<file path="config.mk">
export PLATFORM = sky130hd
export DESIGN_NAME = piso_shift_tx
export DESIGN_NICKNAME = d
export VERILOG_FILES = /design/src/rtl/piso_shift_tx.sv
export SDC_FILE = /design/constraint.sdc
export NUM_CORES = 1
export LEC_CHECK = 0
export ABC_AREA = 1
export CAP_MARGIN = 20
export CORE_AREA = 2 2 39 41
export CTS_CLUSTER_SIZE = 14
export DETAILED_ROUTE_END_ITERATION = 12
export DIE_AREA = 0 0 41 43
export SYNTH_ARGS = -nofsm -noshare
export SYNTH_HDL_FRONTEND = slang
export SYNTH_SLANG_ARGS = --single-unit
</file>
<file path="constraint.sdc">
create_clock -name clk -period 1.8 [get_ports clk]
set_clock_uncertainty 0.15 [all_clocks]
set_input_delay 0.18 -clock clk [delete_from_list [all_inputs] [get_ports clk]]
set_output_delay 0.18 -clock clk [all_outputs]
set_load 0.03 [all_outputs]
</file>
<file path="src/rtl/piso_shift_tx.sv">
// Parallel-in serial-out transmitter: loads a WIDTH-bit word on a valid/ready
// handshake and shifts it out MSB-first. Optional macro PISO_PARITY_EN appends an even-parity bit.
module piso_shift_tx #(
  parameter int WIDTH = 4
) (
  input  logic             clk,
  input  logic             rst_n,
  input  logic [WIDTH-1:0] din,
  input  logic             load_valid,
  output logic             load_ready,
  output logic             dout,
  output logic             dout_valid,
  output logic             last,
  output logic             dbg_state
);

  // Load handshake: a word is taken on a rising edge where load_valid && load_ready.
  // load_ready is high in IDLE and on the final frame bit, so frames chain without a gap.
`ifdef PISO_PARITY_EN
  localparam int N = WIDTH + 1;
`else
  localparam int N = WIDTH;
`endif
  localparam int CW = $clog2(WIDTH + 1);
  localparam logic [CW-1:0] LAST_IDX = CW'(N - 1);
  localparam logic [CW-1:0] PRE_LAST_IDX = CW'(N - 2);

  typedef enum logic {IDLE, SHIFT} state_e;

  state_e           state_q, state_d;
  logic [WIDTH-1:0] sr_q, sr_d;
  logic [CW-1:0]    cnt_q, cnt_d;
  logic             dout_q, dout_d;
  logic             dv_q, dv_d;
  logic             last_q, last_d;
  logic             next_bit;
  logic             load_fire;

`ifdef PISO_PARITY_EN
  logic par_q, par_d;
  // Parity goes out once every data bit has left the shift register.
  assign next_bit = (cnt_q == CW'(WIDTH - 1)) ? par_q : sr_q[WIDTH-1];
`else
  assign next_bit = sr_q[WIDTH-1];
`endif

  assign load_ready = rst_n && ((state_q == IDLE) || (cnt_q == LAST_IDX));
  assign load_fire  = load_valid && load_ready;

  always_comb begin
    state_d = state_q;
    sr_d    = sr_q;
    cnt_d   = cnt_q;
    dout_d  = dout_q;
    dv_d    = dv_q;
    last_d  = last_q;
`ifdef PISO_PARITY_EN
    par_d   = par_q;
`endif
    if (load_fire) begin
      state_d = SHIFT;
      dout_d  = din[WIDTH-1];
      sr_d    = {din[WIDTH-2:0], 1'b0};
      cnt_d   = '0;
      dv_d    = 1'b1;
      last_d  = 1'b0;
`ifdef PISO_PARITY_EN
      par_d   = ^din;
`endif
    end else if (state_q == SHIFT) begin
      if (cnt_q == LAST_IDX) begin
        state_d = IDLE;
        dout_d  = 1'b0;
        dv_d    = 1'b0;
        last_d  = 1'b0;
      end else begin
        dout_d = next_bit;
        sr_d   = sr_q << 1;
        cnt_d  = cnt_q + 1'b1;
        last_d = (cnt_q == PRE_LAST_IDX);
      end
    end
  end

  always_ff @(posedge clk) begin
    if (!rst_n) begin
      state_q <= IDLE;
      sr_q    <= '0;
      cnt_q   <= '0;
      dout_q  <= 1'b0;
      dv_q    <= 1'b0;
      last_q  <= 1'b0;
`ifdef PISO_PARITY_EN
      par_q   <= 1'b0;
`endif
    end else begin
      state_q <= state_d;
      sr_q    <= sr_d;
      cnt_q   <= cnt_d;
      dout_q  <= dout_d;
      dv_q    <= dv_d;
      last_q  <= last_d;
`ifdef PISO_PARITY_EN
      par_q   <= par_d;
`endif
    end
  end

  assign dout       = dout_q;
  assign dout_valid = dv_q;
  assign last       = last_q;
  assign dbg_state  = (state_q == SHIFT);

endmodule
</file>
==> out/results.txt <==
Final WS setup - 0.0630 ns
crit path DAT - 1.41 ns
logic gate share of total power - 17.1%
most frequent cells after synthesis - 14 x nand2_1, 11 x nor2_1, 10 x dfxtp_1, 10 x inv_1, 4 x o21ai_0
Synth warnings - 0
GRT Overall Usage - 13.5%
Core Region - 0.00138 sq mm
Clk Latency, worst-skew pair - 0.27 ns
Final ANT Viol Nets - 0
pwr/cell area - 830 mW/mm^2
setup tns final - 0 ns
Slew headroom - 79.6%
Final Max Slew Viols - 0
chip height - 43 um
GRT overflow - 0
Synth-to-Final Area Change - 31.7%
initial antenna violation count - 0
# diodes - 0
max cap viols - 0
CP Capture Type - output port
Post-DP HPWL - 687 um
Unique masters post-synth - 18
wire per inst - 9.59 um
initial core utilization - 35.9%
CP max FO - 3
clock-pin slew on the worst setup and hold paths - 0.07 ns
Synth Area in XOR/XNOR - 1.76%
Die Footprint - 0.00176 sq mm
worst-margin pin slew - 0.305 ns
predominant post-synthesis flop cell - dfxtp_1
mux cell area share after synthesis - 0%
dpl ws - 0.165 ns
R2R depth - 9
Num CTS Buffers - 3
Crit Path Class - reg -> out
sw frac - 27.1%
Static Leak - 0.299 nW
DR iter-0 viols - 9
compound-gate portion of the synthesized area - 10.3%
IO Pins - 12
HP Class - in -> reg
largest net degree at the start of global routing - 14
power share of the clock group - 38.6%
Synth Area in Adders - 7.56%
fmax - 0.576 GHz
Worst EP required - 1.47 ns
vias - 451
crit path launch - cnt_q[0]$_SDFFE_PP0P_
Clock Sinks - 10
CTS Hold Bufs - 0
port bufs - 11
Die Wd - 41 um
clock root buffer master - clkbuf_4
cell taking the most area after synthesis - dfxtp_1
gpl congestion - 0.807
Power Internal - 0.000396 W
worst-case clock buffer depth - 2
r2r setup slk - 0.19 ns
reg2reg start - cnt_q[0]$_SDFFE_PP0P_
synth top area cells - dfxtp_1 40%, nand2_1 11%, nor2_1 8.3%, ha_1 7.6%, inv_1 7.6%
vias per inst - 4.65
DRT Pass-1 Iters - 4
Async SR Flop Fraction - 0%
syn_nets - 77
syn_area_per_cell - 7.41 sq um
Worst IR Drop VDD - 0.430 mV
final setup fails - 0
Synth top area share - 40.3%
largest family of logic cells by synthesized area - simple AND/OR/NAND/NOR gates
Gate Count Post-Synth - 67
fin crit share - 96.5%
Reg power frac - 44.3%
hold path cells - 3
CTS tree - yes
Fin. Hold Viols - 0
H-Tree Depth - 1
Post-synth EDFFs - 0
most numerous cell in the Yosys netlist - nand2_1
Fillers - 148
#FFs+latches synth - 10
Crit Reg-Reg Endpoint - cnt_q[1]$_SDFFE_PP0P_
crit path capture - load_ready
outcome - finished clean
Netlist Area Pre-Place - 497 sq um
sequential cell area fraction in the yosys report - 40.3%
DRC violations left - 0
share of layout cells above drive strength 1 - 16.0%
Final nets - 92
WL final - 930 um
P_sw - 0.000147 W
global-route wire length before repair - 1510 um
CP startpoint kind - flip-flop
vias in the first global route - 404
final period demand of the worst path - 1.74 ns
Synth Area in Simple Gates - 28.7%
RSZ-0062 raised after global routing - no
# rows - 14
[critical path, cell delays in order, from the launching register on]
cell	delay [ns]
dfxtp_1	0.33
ha_1	0.21
ha_1	0.21
nor2_2	0.17
nor2_1	0.05
buf_4	0.16
[timing repair]
action | CTS | global route
resized for setup | 0 | 2
buffers inserted | 0 | 0
setup endpoints to repair | 0 | 2
[logic make-up after synthesis]
| family | after synthesis |
|---|---|
| AND/OR/NAND/NOR | 31 |
| buffers and inverters | 13 |
| flip-flops | 10 |
| AO/OA/AOI/OAI | 9 |
| adder cells (fa/ha/maj) | 3 |
| XOR/XNOR | 1 |
[worst min path at each step]
stage                             from                 endpoint  slack [ns]
2_1_floorplan                    rst_n        dout$_SDFFE_PN0P_        0.17
4_1_cts                         din[0]     sr_q[1]$_SDFFE_PN0P_        0.31
3_5_place_dp   dout_valid$_SDFFE_PN0P_  dout_valid$_SDFFE_PN0P_        0.33
3_3_place_gp   dout_valid$_SDFFE_PN0P_  dout_valid$_SDFFE_PN0P_        0.33
6_report                        din[0]     sr_q[1]$_SDFFE_PN0P_        0.32
5_1_grt                         din[0]     sr_q[1]$_SDFFE_PN0P_        0.34
[state kept, by name, summed over array words and instances (netlist names)]
signal	count
last	1
cnt_q	3
dbg_state	1
dout	1
sr_q	3
dout_valid	1
[cell type report]
| type | count | area (sq um) | share of cell area [%] |
|---|---|---|---|
| well taps | 16 | 20.0 | 3.06 |
| inverters | 12 | 45.0 | 6.88 |
| clock buffers | 4 | 36.3 | 5.54 |
| multi-input cells | 44 | 245 | 37.5 |
| flip-flops and latches | 10 | 200 | 30.6 |
| repair buffers | 11 | 108 | 16.4 |
[cell usage in the layout, fill, tap and decap left out, types with 2 or more instances in the layout]
master and instances:
o21ai_0 4, inv_1 10, dfxtp_1 10, nand4_1 2, ha_1 3, nand2_1 14
clkdlybuf4s50_1 10, clkbuf_4 3, inv_2 2, nor2_1 9, nor2_2 2, a21oi_1 2
[power groups by stage]
stage / Clock, W / Sequential (W) / Combinational (W)
after floorplan: 0 / 0.000256 / 0.0000472
after global placement: 0 / 0.000245 / 0.0000920
after detailed placement: 0 / 0.000246 / 0.0000920
after CTS: 0.000214 / 0.000240 / 0.0000927
after global routing: 0.000218 / 0.000242 / 0.000104
final: 0.000210 / 0.000240 / 0.0000930
[metrics by stage]
| step | cells | utilization (%) | total power (W) | cell area, sq um | hold slack (ns) |
|---|---|---|---|---|---|
| after global routing | 97 | 47.3 | 0.000564 | 654 | 0.344 |
| after floorplan | 67 | - | 0.000303 | 497 | 0.166 |
| after global placement | 93 | 44.3 | 0.000337 | 613 | 0.326 |
| final | 97 | 47.3 | 0.000543 | 654 | 0.316 |
| after detailed placement | 93 | 44.3 | 0.000338 | 613 | 0.330 |
| after CTS | 97 | 46.9 | 0.000547 | 649 | 0.309 |
[layer usage]
layer	share of wire [%]	global-route usage, %
met1	47	14.3
met2	43	19.7
met3	4.7	3.14
met4	5.1	14.0
met5	0	0
Power figures use the tool's default switching activity.
